==> config.mk <==
export PLATFORM = sky130hd
export DESIGN_NAME = cordic_gain_comp
export DESIGN_NICKNAME = d
export VERILOG_FILES = /design/src/rtl/cordic_pkg.sv /design/src/rtl/result_fifo.sv /design/src/rtl/cordic_gain_comp.sv
export SDC_FILE = /design/constraint.sdc
export NUM_CORES = 1
export LEC_CHECK = 0
export BUFFER_PORTS_ARGS = -buffer_cell sky130_fd_sc_hd__clkbuf_2
export CORE_UTILIZATION = 45
export DETAILED_ROUTE_END_ITERATION = 12
export GPL_ROUTABILITY_DRIVEN = 0
export GPL_TIMING_DRIVEN = 0
export HOLD_SLACK_MARGIN = 0.02
export PLACE_DENSITY_LB_ADDON = 0.25
export SETUP_SLACK_MARGIN = 0.1
export SLEW_MARGIN = 20
export SYNTH_ARGS = -nofsm -noshare
export SYNTH_HDL_FRONTEND = slang
export SYNTH_SLANG_ARGS = --single-unit
==> constraint.sdc <==
create_clock -name Clk -period 7.45 [get_ports Clk]
set_clock_uncertainty 0.1 [all_clocks]
set_input_delay 0.745 -clock Clk [delete_from_list [all_inputs] [get_ports Clk]]
set_output_delay 0.745 -clock Clk [all_outputs]
set_load 0.005 [all_outputs]
==> src/rtl/cordic_pkg.sv <==
// cordic_pkg: shared types and constants for the CORDIC back-end stages.
//   CORDIC_W        data width of CORDIC magnitude/angle words
//   K_COEF_DEFAULT  CORDIC gain reciprocal, Q1.15 (19899 ~ 0.60725 * 2^15)
//   ROUND_BIAS      half-LSB of the Q15 product, for round-half-up
//   gc_state_t      gain-compensation FSM states
//   result_t        one queued (magnitude, angle) result
package cordic_pkg;

    localparam int          CORDIC_W       = 16;
    localparam logic [15:0] K_COEF_DEFAULT = 16'h4DBB;
    localparam logic [31:0] ROUND_BIAS     = 32'h4000;

    typedef enum logic [1:0] {
        IDLE = 2'd0,
        MUL  = 2'd1,
        PUSH = 2'd2
    } gc_state_t;

    typedef struct packed {
        logic [CORDIC_W-1:0] mag;
        logic [CORDIC_W-1:0] ang;
    } result_t;

endpackage

==> src/rtl/result_fifo.sv <==
// result_fifo: synchronous show-ahead FIFO of result_t.
//   clk, rst_n   clock, asynchronous active-low reset (empties the queue)
//   push, wdata  write request and entry; accepted when not full, or when
//                a pop happens in the same cycle
//   pop          read request; ignored when empty
//   rdata        head entry; holds the last popped entry while empty
//   full, empty  occupancy flags
module result_fifo
    import cordic_pkg::*;
#(
    parameter int DEPTH = 4
) (
    input  logic    clk,
    input  logic    rst_n,
    input  logic    push,
    input  result_t wdata,
    input  logic    pop,
    output result_t rdata,
    output logic    full,
    output logic    empty
);

    localparam int AW = $clog2(DEPTH);

    result_t        mem_q [DEPTH];
    result_t        last_q;
    logic [AW-1:0]  wr_ptr_q, rd_ptr_q;
    logic [AW:0]    count_q, count_d;
    logic           do_push, do_pop;

    assign full    = (count_q == (AW+1)'(DEPTH));
    assign empty   = (count_q == '0);
    assign do_pop  = pop && !empty;
    // A pop in the same cycle frees the slot, so a full queue still accepts.
    assign do_push = push && (!full || do_pop);

    always_comb begin
        count_d = count_q;
        case ({do_push, do_pop})
            2'b10:   count_d = count_q + 1'b1;
            2'b01:   count_d = count_q - 1'b1;
            default: count_d = count_q;
        endcase
    end

    always_ff @(posedge clk or negedge rst_n) begin
        if (!rst_n) begin
            wr_ptr_q <= '0;
            rd_ptr_q <= '0;
            count_q  <= '0;
            last_q   <= '0;
        end else begin
            count_q <= count_d;
            if (do_push) wr_ptr_q <= wr_ptr_q + 1'b1;
            if (do_pop) begin
                rd_ptr_q <= rd_ptr_q + 1'b1;
                last_q   <= mem_q[rd_ptr_q];
            end
        end
    end

    // Storage is never read while empty, so it needs no reset.
    always_ff @(posedge clk) begin
        if (do_push) mem_q[wr_ptr_q] <= wdata;
    end

    assign rdata = empty ? last_q : mem_q[rd_ptr_q];

endmodule

==> src/rtl/cordic_gain_comp.sv <==
// cordic_gain_comp: removes the CORDIC gain from the vector-mode magnitude.
// Captures (rootxy, atanba) on the done strobe, multiplies rootxy by K_COEF
// with a 16-cycle LSB-first shift-add, rounds half-up back to 16 bits and
// queues (magnitude, angle) in a show-ahead FIFO.
//   Clk, Reset          clock, asynchronous active-low reset
//   data_in_vec         one-cycle strobe: rootxy/atanba valid
//   rootxy, atanba      raw magnitude (unsigned), angle (passed through)
//   mag_out, ang_out    FIFO head
//   out_valid/out_ready output handshake, pop on both high
//   busy                a result is being computed or waiting for a slot
//   overrun             sticky: a strobe arrived while busy and was dropped
module cordic_gain_comp
    import cordic_pkg::*;
#(
    parameter int          FIFO_DEPTH = 4,
    parameter logic [15:0] K_COEF     = K_COEF_DEFAULT
) (
    input  logic                Clk,
    input  logic                Reset,
    input  logic                data_in_vec,
    input  logic [CORDIC_W-1:0] rootxy,
    input  logic [CORDIC_W-1:0] atanba,
    output logic [CORDIC_W-1:0] mag_out,
    output logic [CORDIC_W-1:0] ang_out,
    output logic                out_valid,
    input  logic                out_ready,
    output logic                busy,
    output logic                overrun
);

    gc_state_t           state_q, state_d;
    logic [3:0]          iter_q, iter_d;
    logic                overrun_q, overrun_d;
    logic [CORDIC_W-1:0] mcand_q, mcand_d;
    logic [CORDIC_W-1:0] ang_q, ang_d;
    logic [31:0]         acc_q, acc_d;

    logic    fifo_full, fifo_empty, fifo_push, fifo_pop;
    result_t fifo_wdata, fifo_rdata;

    // Q15 product back to an integer, rounding half up. K < 1 keeps the
    // result within 16 bits, so no saturation.
    function automatic logic [CORDIC_W-1:0] round_q15(input logic [31:0] a);
        logic [31:0] s;
        s = a + ROUND_BIAS;
        return CORDIC_W'(s >> 15);
    endfunction

    assign fifo_pop   = out_valid && out_ready;
    assign fifo_push  = (state_q == PUSH) && (!fifo_full || fifo_pop);
    assign fifo_wdata = '{mag: round_q15(acc_q), ang: ang_q};

    always_comb begin
        state_d   = state_q;
        iter_d    = iter_q;
        mcand_d   = mcand_q;
        ang_d     = ang_q;
        acc_d     = acc_q;
        overrun_d = overrun_q | (data_in_vec && (state_q != IDLE));
        case (state_q)
            IDLE: begin
                if (data_in_vec) begin
                    mcand_d = rootxy;
                    ang_d   = atanba;
                    acc_d   = '0;
                    iter_d  = '0;
                    state_d = MUL;
                end
            end
            MUL: begin
                if (K_COEF[iter_q])
                    acc_d = acc_q + (32'(mcand_q) << iter_q);
                iter_d = iter_q + 1'b1;
                if (iter_q == 4'd15) state_d = PUSH;
            end
            PUSH: begin
                // Stay here while the queue is full and nothing is popped.
                if (fifo_push) state_d = IDLE;
            end
            default: state_d = IDLE;
        endcase
    end

    always_ff @(posedge Clk or negedge Reset) begin
        if (!Reset) begin
            state_q   <= IDLE;
            iter_q    <= '0;
            overrun_q <= 1'b0;
        end else begin
            state_q   <= state_d;
            iter_q    <= iter_d;
            overrun_q <= overrun_d;
        end
    end

    // Datapath registers: only meaningful after a capture in IDLE.
    always_ff @(posedge Clk) begin
        mcand_q <= mcand_d;
        ang_q   <= ang_d;
        acc_q   <= acc_d;
    end

    result_fifo #(
        .DEPTH(FIFO_DEPTH)
    ) u_fifo (
        .clk  (Clk),
        .rst_n(Reset),
        .push (fifo_push),
        .wdata(fifo_wdata),
        .pop  (fifo_pop),
        .rdata(fifo_rdata),
        .full (fifo_full),
        .empty(fifo_empty)
    );

    assign mag_out   = fifo_rdata.mag;
    assign ang_out   = fifo_rdata.ang;
    assign out_valid = !fifo_empty;
    assign busy      = (state_q != IDLE);
    assign overrun   = overrun_q;

endmodule

# Word level (Yosys, flattened, before mapping)
# Memories as Yosys holds them, arrays and structs flattened.
# Index checks and enable logic that the tools add are counted.
[totals] word_cells=65 romBits=16 ff_bits=110 mem_bits_rw=128 n_memories=2 latchBits=0
[op_classes] n_lt_le_gt_ge=1 shift=1 n_eq_ne=10 n_addsub=7 bitwise=1 n_mul=0 reduce_logical=18 n_mux=14 div=0
[memory_table] memory="u_fifo.mem_q" words=4 word_bits=32 rd=1 rd_clocked_by_memory_dff=0 write_ports=1 line="result_fifo.sv:25" source="result_t mem_q [DEPTH];"
[memory_table] memory="(no name shown)" words=16 word_bits=1 rd=1 rd_clocked_by_memory_dff=0 write_ports=0 line="cordic_gain_comp.sv:71" source="if (K_COEF[iter_q])"
[op_table] operator="32-bit two-way mux" count=3
[op_table] operator="32-bit one-hot mux with 2 select lines" count=1
[op_table] operator="32-bit adder" count=1
[op_table] operator="16-bit by 4-bit << shifter with 32-bit output" count=1
[op_table] operator="31-bit by 15-bit adder with 31-bit output (second input constant)" count=1
[op_table] operator="4-bit one-hot mux with 2 select lines" count=1
[op_table] operator="2-bit two-way mux" count=3
[op_table] operator="2-bit != test (second input constant)" count=3
[op_table] operator="2-bit one-hot mux with 3 select lines" count=1
[op_table] operator="3-bit one-hot mux with 2 select lines" count=1
[op_table] operator="3-bit AND reduction" count=2
[op_table] operator="2-bit nonzero test" count=3
[op_table] operator="1-bit logical AND" count=5
[op_table] operator="4-bit by 5-bit < comparator with 1-bit output (second input constant)" count=1
[op_table] operator="2-bit by 1-bit adder with 2-bit output (second input constant)" count=2
[op_table] operator="4-bit by 1-bit adder with 4-bit output (second input constant)" count=1
[op_table] operator="2-bit by 1-bit equality test with 1-bit output (second input constant)" count=2
[op_table] operator="2-bit equality test (second input constant)" count=2
[op_table] operator="4-bit equality test (second input constant)" count=1
[op_table] operator="4-bit two-way mux" count=1
[op_table] operator="2-bit AND reduction" count=2
[op_table] operator="3-bit by 1-bit adder with 3-bit output (second input constant)" count=1
[op_table] operator="3-bit equality test (second input constant)" count=1
[op_table] operator="3-bit zero test" count=1
[op_table] operator="7 further kinds" count=11

# Logic depth before layout (Yosys ltp)
# Gate-level depths: netlist of the first run.
[logic_depth] ltp_word=8 depth_mapped=15 depth_no_buf=13

# Modules after synthesis
# A second synthesis of the first run with hierarchy kept.
[hier_totals] cells_unflattened=858 hier_area_um2=11805.1
[modules_own_cells] module="result_fifo" cells_each=322 n_inst=1 area_each_um2=6741.5
[modules_own_cells] module="cordic_gain_comp" cells_each=536 n_inst=1 area_each_um2=5063.6

# Worst setup path before layout of the first run
# Ideal clock, no wire load.
[synth_timing] path_type="reg-to-reg" start="reg iter_q[0]" end="reg acc_q[0] (enable)" required_ns=6.888 t_arrival_ns=3.265 n_path_buf=1 path_stages_with_launch=8 slack_ns=3.623 synth_period_minus_slack_ns=3.827 cell_sequence="dfrtp_1 buf_2 inv_1 ha_1 nand2_1 o21ai_0 a21oi_1 o21ai_0"
[synth_via] elab_chain_cells=4
[synth_rtl] element="start: declaration" line="cordic_gain_comp.sv:32" source="logic [3:0] iter_q, iter_d;"
[synth_rtl] element="start signal: assignment" line="cordic_gain_comp.sv:91" source="iter_q <= iter_d;"
[synth_rtl] element="memory 16 x 1 bit"
[synth_rtl] element="1-bit two-way mux (implied by the code)" line="cordic_gain_comp.sv:71"
[synth_rtl] element="2-bit != test (no line)"
[synth_rtl] element="3-bit AND reduction (no line)"
[synth_rtl] element="end signal: assignment" line="cordic_gain_comp.sv:100" source="acc_q <= acc_d;"
[synth_rtl] element="end: declaration" line="cordic_gain_comp.sv:36" source="logic [31:0] acc_q, acc_d;"
# Every way passes these cells. The select of a mux whose other input is x is not followed.
# A chain may end at the register's enable or synchronous reset.

# Final worst setup path of the first run
[layout_timing] start="reg iter_q[1]" end="reg acc_q[30] (data pin)"
[layout_via] elab_chain_cells=4
[layout_rtl] element="16-bit by 4-bit << shifter with 32-bit output" line="cordic_gain_comp.sv:72" source="acc_d = acc_q + (32'(mcand_q) << iter_q);"
[layout_rtl] element="32-bit adder" line="cordic_gain_comp.sv:72"
[layout_rtl] element="32-bit two-way mux" line="cordic_gain_comp.sv:71"
[layout_rtl] element="32-bit one-hot mux with 2 select lines" line="cordic_gain_comp.sv:60" source="case (state_q)"
# Every way passes these cells. The select of a mux whose other input is x is not followed.

==> results of run 1 <==
-- power by group through the flow --
stage | combinational [mW] | sequential (mW) | clock (mW)
after floorplan | 2.49 | 2.02 | 0
after global placement | 3.23 | 2.08 | 0
after detailed placement | 3.30 | 2.07 | 0
after CTS | 3.33 | 2.05 | 1.35
after global routing | 3.69 | 2.08 | 1.41
final | 3.31 | 2.04 | 1.33
-- metrics by stage --
stage / util / setup WS, ps
2_1_floorplan: - / 3623
3_3_place_gp: 0.4943 / 2064
3_5_place_dp: 0.5001 / 2736
4_1_cts: 0.5350 / 2724
5_1_grt: 0.5350 / 2412
6_report: 0.5350 / 2691
-- cell type report --
cell class	instances	area, sq um	share of cell area
Buffer	46	212.7	0.01561
Clock buffer	40	763.2	0.05600
Clock inverter	7	126.4	0.009273
Inverter	17	63.81	0.004682
Multi-Input combinational cell	581	4679	0.3434
Sequential cell	237	6887	0.5053
Tap cell	330	412.9	0.03030
Timing Repair Buffer	75	483.0	0.03544
-- worst max path at each step --
stage	startpoint	to
2_1_floorplan	iter_q[0]	acc_q[0]
3_3_place_gp	iter_q[0]	acc_q[12]
3_5_place_dp	iter_q[1]	acc_q[30]
4_1_cts	iter_q[1]	acc_q[30]
5_1_grt	iter_q[1]	acc_q[30]
6_report	iter_q[1]	acc_q[30]
-- cell usage after synthesis, types with 7 or more instances --
cell	number	area [sq um]
edfxtp_1	191	5736
mux2_2	71	799.5
nor2_1	68	255.2
nand2_1	67	251.5
a21oi_1	49	245.2
dfrtp_1	46	1151
ha_1	40	500.5
o21ai_0	40	200.2
mux4_2	36	810.8
xnor2_1	29	254.0
clkbuf_1	26	97.59
nand3_1	18	90.09
nor3_1	18	90.09
inv_1	17	63.81
mux2i_1	17	170.2
buf_2	13	65.06
and2_1	12	75.07
xor2_1	12	105.1
a211oi_1	7	52.55
nand4_1	7	43.79
o21a_1	7	52.55
-- cells in the final DEF (no fill, tap or decap), types with 4 or more instances in the layout --
master	netlist	routed
a211oi_1	7	7
a21o_1	6	6
a21oi_1	49	49
and2_1	12	8
and2_2	0	4
and3_1	6	6
buf_16	0	4
buf_2	13	13
clkbuf_1	26	34
clkbuf_16	0	26
clkbuf_2	1	70
clkbuf_8	0	6
dfrtp_1	46	46
edfxtp_1	191	191
ha_1	40	40
inv_1	17	16
mux2_2	71	71
mux2i_1	17	17
mux4_2	36	36
nand2_1	67	67
nand2b_1	5	5
nand3_1	18	18
nand4_1	7	7
nor2_1	68	68
nor2b_1	4	4
nor3_1	18	18
o211ai_1	5	5
o21a_1	7	7
o21ai_0	40	39
o21bai_1	5	5
o22ai_1	6	6
or3_1	5	5
xnor2_1	29	29
xor2_1	12	12
-- per-layer routing --
layer / track usage / wire length, microns / up-vias
met5: 0 / 0 / -
met4: 0.06944 / 792 / 0
met3: 0.02677 / 1013 / 43
met2: 0.3310 / 12410 / 196
met1: 0.2519 / 10760 / 3649
li1: - / - / 3561
-- cells by family after synthesis --
group                    Yosys count  share of synthesized area
flip-flops                       237                     0.5823
AND/OR/NAND/NOR                  221                    0.08612
AO/OA/AOI/OAI                    153                    0.08157
multiplexers                     124                     0.1506
buffers and inverters             63                    0.02338
adder cells (fa/ha/maj)           42                    0.04570
XOR/XNOR                          41                    0.03036
-- state kept, by name (all words and copies together) (netlist names) --
signal and cells:
state_q 2, u_fifo.wr_ptr_q 2, u_fifo.rd_ptr_q 2, iter_q 4, u_fifo.last_q 32, overrun 1
ang_q 16, u_fifo.count_q 3, mcand_q 16, u_fifo.mem_q 128, acc_q 31
==> impl_results.md, run 1 <==
- Status: finished, final reports clean
- Syn-to-layout area delta: 15.24%
- Die outline height: 164.1 microns
- Slowest cell on crit path: a2111oi_0
- Sw Share: 0.3848
- Clk pwr share: 0.198
- Vias: 7449
- Peak supply drop: 0.3381 mV
- FF-to-FF path depth: 15
- Die Span X: 164.1 microns
- Most frequent cell on the critical path: nand2_1
- Reg2reg end: acc_q[30]
- Vias in the first global route: 7453
- I/O pin count: 71
- CTS-repair resized insts: 0
- Max Root-Sink Buffers: 3
- Switching power: 2.569 mW
- Crit path largest cell delay: 670 ps
- Synth unique cells: 60
- First-pass GRT wire length: 40.10 mm
- Antenna violations before repair: 0
- First-pass DRT Iterations: 5
- Synthesized netlist net count: 959
- Hold buffer count at CTS: 0
- CP cell instances: buf_2 -> clkbuf_1 -> mux4_2 -> nand2_1 -> o21ai_0 -> nand2_1 -> o21ai_0 -> ha_1 -> buf_2 -> nand2_1 -> o31ai_1 -> nand3_1 -> a2111oi_0 -> or3_1 -> a21oi_1
- Dpl hpwl: 17.54 mm
- Cells after DPL: 1286
- Startpoint Class: flop
- Hold Crit Class: input port to async pin
- Internal: 4.108 mW
- Max Clock Freq: 210.1 MHz
- Worst Path Buf+Inv: 3
- Worst-path fanout max: 10
- GRT Resource Usage Total: 0.1939
- CP Data Required Time: 7610 ps
- Nets@finish: 1062
- Area of the mapped netlist: 11830 sq um
- PnR Total Power: 6.678 mW
- Sequential cell area fraction in the yosys report: 0.5823
- Largest net degree at the start of global routing: 47
- Fin crit share: 0.6388
- Max Cap Viol: 0
- Placed Area: 12740 sq um
- Worst-case hold slack: 181.6 ps
- #FFs+latches synth: 237
- Comb power frac: 0.495
- Critical path depth in cells: 15
- Mapped Cells: 881
- Clock insertion delay at the later pin of the skew report: 530 ps
- Crit path max-delay family: compound AO/OA/AOI/OAI gates
- Data arrival time of the critical path: 4910 ps
- Leak: 5.001 nW
- Total grt overflow: 0
- Wire length per cell: 18.74 microns
- Design area: 13630 sq um
- Rows: 58
- Postcts setup bufs: 0
- Slew margin rel.: 0.4668
- Yosys warnings: 0
- Unrepaired setup endpoints after global routing: no
- Flop-to-flop setup slack: 2690 ps
- Reg2reg start: iter_q[1]
- Fin cells: 1333
- WS Path Type: flop to flop
- Routed WL: 24.98 mm
- H-tree Lvls: 1
- Sequential share of power: 0.306
- Setup violators final: 0
- Die ar.: 26930 sq um
- Clk slew on worst S/H paths: 60 ps
- CTS sink cnt: 237
- Setup TNS: 0 ps
- Top_reg_cell synth: edfxtp_1
- Post-synth ARST share: 0.1941
- Max-slew violations: 0
- DR iter-0 viols: 584
- # DRC: 0
- Post-synth EDFFs: 191
- Final Hold Fails: 0
- Share of cells above drive strength 1: 0.2542
- Syn avg cell area: 13.42 sq um
- Number of diodes: 0
- PD cells: 490.0 nW/um^2
- CTS Buf Count: 26
- Count of input and output buffers: 70
- Slew @ Worst Pin: 779.7 ps
- Min cycle time layout: 4759 ps
- Core area: 25470 sq um
- Initial Util: 0.4643
- CTS tree: done
- Setup crit end kind: flop
- Fill cells: 2119
- CTS root buf: clkbuf_16
- Via density: 5.588
- Final ANT Viol Nets: 0
(Power assumes the default switching activity.)
==> inputs of run 2 (changes only) <==
==> constraint.sdc (replaced) <==
create_clock -name Clk -period 4.1 [get_ports Clk]
set_clock_uncertainty 0.1 [all_clocks]
set_input_delay 0.41 -clock Clk [delete_from_list [all_inputs] [get_ports Clk]]
set_output_delay 0.41 -clock Clk [all_outputs]
set_load 0.005 [all_outputs]
==> impl_results.md, run 2 (synthesis gave the netlist of run 1 again) <==
- Max Cap Viol: 0
- DR iter-0 viols: 505
- Fill cells: 2062
- Core area: 25470 sq um
- Slew @ Worst Pin: 751.7 ps
- I/O pin count: 71
- Setup violators final: 0
- Die Span X: 164.1 microns
- PD cells: 885.0 nW/um^2
- Fin crit share: 0.9365
- Largest net degree at the start of global routing: 47
- Number of diodes: 0
- Unrepaired setup endpoints after global routing: yes
- Most frequent cells in the layout: 191 x edfxtp_1, 72 x clkbuf_2, 71 x mux2_2
- Max reg flops: 128
- Status: finished, final reports clean
- Met2 GRT Util: 0.3370
- Met1 usage: 0.2540
- Final ANT Viol Nets: 0
- Most common cell after layout, fill and taps aside: edfxtp_1
- Initial Util: 0.4643
- Design area: 14200 sq um
- CP Data Required Time: 4250 ps
- CTS Buf Count: 26
- Multi-input gate area: 4841 sq um
- FF-to-FF path depth: 15
- First-pass DRT Iterations: 5
- Die outline height: 164.1 microns
- Max Clock Freq: 260.4 MHz
- Wire length per cell: 18.65 microns
- Count of input and output buffers: 70
- Register area: 6888 sq um
- Worst slack at placement: -613.7 ps
- Hold Crit Class: input port to flop
- Nets@finish: 1100
- Max-slew violations: 0
- Rows: 58
- Core Util, Final: 0.5573
- Total grt overflow: 0
- CTS tree: done
- Vias: 7633
- Dpl hpwl: 17.54 mm
- Worst-path fanout max: 10
- Min setup slack post-route: 260.3 ps
- Clock insertion delay at the later pin of the skew report: 530 ps
- PnR Total Power: 12.56 mW
- Peak supply drop: 0.6389 mV
- Die ar.: 26930 sq um
- Vias in the first global route: 7619
- CTS sink cnt: 237
- Syn-to-layout area delta: 20.04%
- Via density: 5.567
- Leak: 5.207 nW
- Max Root-Sink Buffers: 3
- CTS root buf: clkbuf_16
- Slew margin rel.: 0.4982
- Biggest register: u_fifo.mem_q
- # DRC: 0
- Clk slew on worst S/H paths: 60 ps
- Antenna violations before repair: 0
- Data arrival time of the critical path: 3990 ps
- Share of cells above drive strength 1: 0.2795
- GR Util met3: 0.02702
- Worst Hold Depth: 3
- WS Path Type: flop to flop
- Final Hold Fails: 0
- Routed WL: 25.57 mm
- Min cycle time layout: 3840 ps
- Setup crit end kind: flop
- GRT Resource Usage Total: 0.1967
- H-tree Lvls: 1
- GRT busiest layer: met2
- Placed Area: 12740 sq um
- Startpoint Class: flop
- First-pass GRT wire length: 40.70 mm
- Regs by FF count: u_fifo.mem_q: 128 flops, u_fifo.last_q: 32 flops, acc_q: 31 flops
==> run 2: cell types whose count changed in the layout (fill, tap and decap cells not counted), sizes merged <==
cell / change
clkbuf: -2
dlygate4sd3: +34
buf: +6
==> run 2: timing repair <==
action / in CTS / in global routing
hold endpoints to repair: 79 / 0
resized for setup: 18 / 39
buffers inserted: 0 / 5
setup endpoints to repair: 21 / 17
hold buffers: 34 / 0
pin swaps: 1 / 5
==> run 2: report_power, final <==
part | total [mW] | switching, mW | internal (mW)
clock network | 2.41 | 0.945 | 1.47
logic | 6.42 | 3.62 | 2.80
registers | 3.73 | 0.314 | 3.42
==> run 2: critical path: stages, from the launching register on <==
cell      delay [ps]
dfrtp_1          410
buf_6            160
buf_4            180
clkbuf_4         200
a211oi_1         190
a21oi_1          130
mux2i_2          280
o22ai_2          170
ha_4             340
nand4_1          170
o22ai_2          270
a311oi_2         170
buf_4            170
a21oi_2          240
mux2i_1          220
o311ai_0         140
==> run 2: cell type report <==
cell class | count | area share
clock buffer | 40 | 0.05376
sequential | 237 | 0.4852
timing repair buffer | 114 | 0.06064
tap | 330 | 0.02909
multi-input combinational | 581 | 0.3410
clock inverter | 7 | 0.008902
inverter | 17 | 0.004495
buffer | 45 | 0.01692
==> run 2: metrics by stage <==
stage,instances,TNS (ps),hold WS [ps]
global route,1371,0,173.4
finish,1371,0,180.6
detailed placement,1286,-3824,348.4
floorplan,881,0,14.41
global placement,1281,-43460,341.0
CTS,1367,0,155.9
==> run 2: final timing paths <==
check | endpoint | start | slack, ps
max | acc_q[26] | iter_q[0] | 260
min | state_q[1] | out_ready | 180
max reg2reg | acc_q[26] | iter_q[0] | 260
min reg2reg | overrun | overrun | 360
max in group asynchronous | iter_q[1] | Reset | 2970
min in group asynchronous | u_fifo.last_q[7] | Reset | 400
==> run 2: routing by layer <==
| metal | share of wire | up-vias |
|---|---|---|
| met5 | 0 | - |
| met2 | 0.50 | 188 |
| met4 | 0.033 | 0 |
| met3 | 0.036 | 51 |
| met1 | 0.43 | 3758 |
| li1 | - | 3636 |
==> inputs of run 3 (changes only) <==
--- a/config.mk
+++ b/config.mk
@@ -12,7 +12,7 @@
 export GPL_TIMING_DRIVEN = 0
 export HOLD_SLACK_MARGIN = 0.02
 export PLACE_DENSITY_LB_ADDON = 0.25
-export SETUP_SLACK_MARGIN = 0.1
+export SETUP_SLACK_MARGIN = 0.3
 export SLEW_MARGIN = 20
 export SYNTH_ARGS = -nofsm -noshare
 export SYNTH_HDL_FRONTEND = slang
==> impl_results.md, run 3 (synthesis gave the netlist of run 1 again) <==
- Status: finished, final reports clean
- Setup violators final: 0
- Core area: 25470 sq um
- Leak: 5.298 nW
- Hold Crit Class: input port to flop
- Total grt overflow: 0
- I/O pin count: 71
- Count of input and output buffers: 70
- Rows: 58
- Most common cell after layout, fill and taps aside: edfxtp_1
- Dpl hpwl: 17.48 mm
- Largest net degree at the start of global routing: 47
- Placed Area: 12740 sq um
- GRT Resource Usage Total: 0.1949
- Worst-case hold slack: 188.5 ps
- Unrepaired setup endpoints after global routing: yes
- CTS root buf: clkbuf_16
- Crit path largest cell delay: 400 ps
- Setup crit end kind: flop
- Routed WL: 25.82 mm
- Crit path max-delay family: compound AO/OA/AOI/OAI gates
- Startpoint Class: flop
- Slew @ Worst Pin: 753.9 ps
- Min cycle time layout: 3753 ps
- Data arrival time of the critical path: 3910 ps
- Slowest cell on crit path: dfrtp_1
- Worst-path fanout max: 10
- Regs by FF count: u_fifo.mem_q: 128 flops, u_fifo.last_q: 32 flops, acc_q: 31 flops
- Die outline height: 164.1 microns
- Wire length per cell: 18.60 microns
- Worst Path Buf+Inv: 5
- Antenna violations before repair: 0
- PD cells: 898.5 nW/um^2
- Max Clock Freq: 266.4 MHz
- Syn-to-layout area delta: 22.06%
- Max-slew violations: 0
- Vias in the first global route: 7666
- Clk slew on worst S/H paths: 60 ps
- Initial Util: 0.4643
- Clock insertion delay at the later pin of the skew report: 530 ps
- First-pass DRT Iterations: 6
- CP cell instances: buf_6 -> buf_8 -> clkbuf_4 -> a211oi_2 -> a21oi_1 -> mux2i_1 -> buf_4 -> o22ai_2 -> ha_4 -> buf_4 -> nand2_1 -> o21a_1 -> a22o_4 -> a2111oi_4 -> o21a_1 -> nor3_1
- Fill cells: 2057
- Die Span X: 164.1 microns
- Vias: 7750
- Share of cells above drive strength 1: 0.3025
- Die ar.: 26930 sq um
- CTS tree: done
- CTS Buf Count: 26
- Nets@finish: 1116
- CP Data Required Time: 4260 ps
- Final Hold Fails: 0
- Slew margin rel.: 0.4966
- DR iter-0 viols: 620
- Peak supply drop: 0.7824 mV
- Design area: 14440 sq um
- Fin crit share: 0.9155
- Final ANT Viol Nets: 0
- PnR Total Power: 12.97 mW
- WS Path Type: flop to flop
- Biggest register: u_fifo.mem_q
- CTS sink cnt: 237
- Max Root-Sink Buffers: 3
- Max reg flops: 128
- Max Cap Viol: 0
- Number of diodes: 0
- First-pass GRT wire length: 40.53 mm
- Via density: 5.584
- H-tree Lvls: 1
- # DRC: 0
- Most frequent cells in the layout: 191 x edfxtp_1, 73 x clkbuf_2, 70 x mux2_2
[run 3: worst register-to-register path: cells and delay by family (launching register included)]
| family | cells | cell delay [ps] |
|---|---|---|
| buffers and inverters | 5 | 800 |
| adder cells (fa/ha/maj) | 1 | 340 |
| multiplexers | 1 | 220 |
| AND/OR/NAND/NOR | 2 | 90 |
| flip-flops | 1 | 400 |
| AO/OA/AOI/OAI | 7 | 1550 |
[run 3: area by class of cell]
class,count,area (sq um),share of cell area
Buffer,46,277.8,0.01924
Sequential cell,237,6888,0.4772
Clock buffer,42,782.0,0.05417
Timing Repair Buffer,129,977.2,0.06770
Inverter,17,63.81,0.004421
Clock inverter,6,47.55,0.003294
Multi-Input combinational cell,581,4986,0.3454
Tap cell,330,412.9,0.02860
[run 3: worst paths after layout]
check                          start                end  slack (ps)  cells after the start
max                        iter_q[0]          acc_q[23]         350                     16
min                        out_ready         state_q[1]         190                      3
max reg2reg                iter_q[0]          acc_q[23]         350                     16
min reg2reg                  overrun            overrun         360                      1
max in group asynchronous      Reset          iter_q[1]        2980                      2
min in group asynchronous      Reset  u_fifo.last_q[11]         400                      2
[run 3: per-stage QoR]
stage          instances  utilization  setup slack, ps  setup TNS, ps
4_1_cts             1371       0.5536            270.1              0
6_report            1388       0.5667            346.5              0
5_1_grt             1388       0.5667            218.5              0
3_5_place_dp        1286       0.5001           -543.2          -4140
2_1_floorplan        881            -            335.0              0
3_3_place_gp        1281       0.4943           -571.0          -3839
[run 3: routing by layer]
layer  part of all wire  vias up  GRT usage
met5                  0        -          0
met4              0.027        0    0.06271
met2               0.50      192     0.3397
met1               0.44     3853     0.2512
met3              0.037       37    0.02525
li1                   -     3668          -
[run 3: what timing repair did]
| item | CTS | global route |
|---|---|---|
| endpoints found under the hold margin | 79 | 0 |
| setup endpoints to repair | 24 | 21 |
| buffers inserted | 3 | 17 |
| hold buffers | 34 | 0 |
| resized for setup | 40 | 56 |
| pin swaps | 2 | 13 |
[run 3: power by group]
part	internal, mW	leakage (nW)	total (mW)	switching, mW
logic	3.15	2.59	7.02	3.87
registers	3.42	2.30	3.73	0.307
clock network	1.31	0.408	2.23	0.918
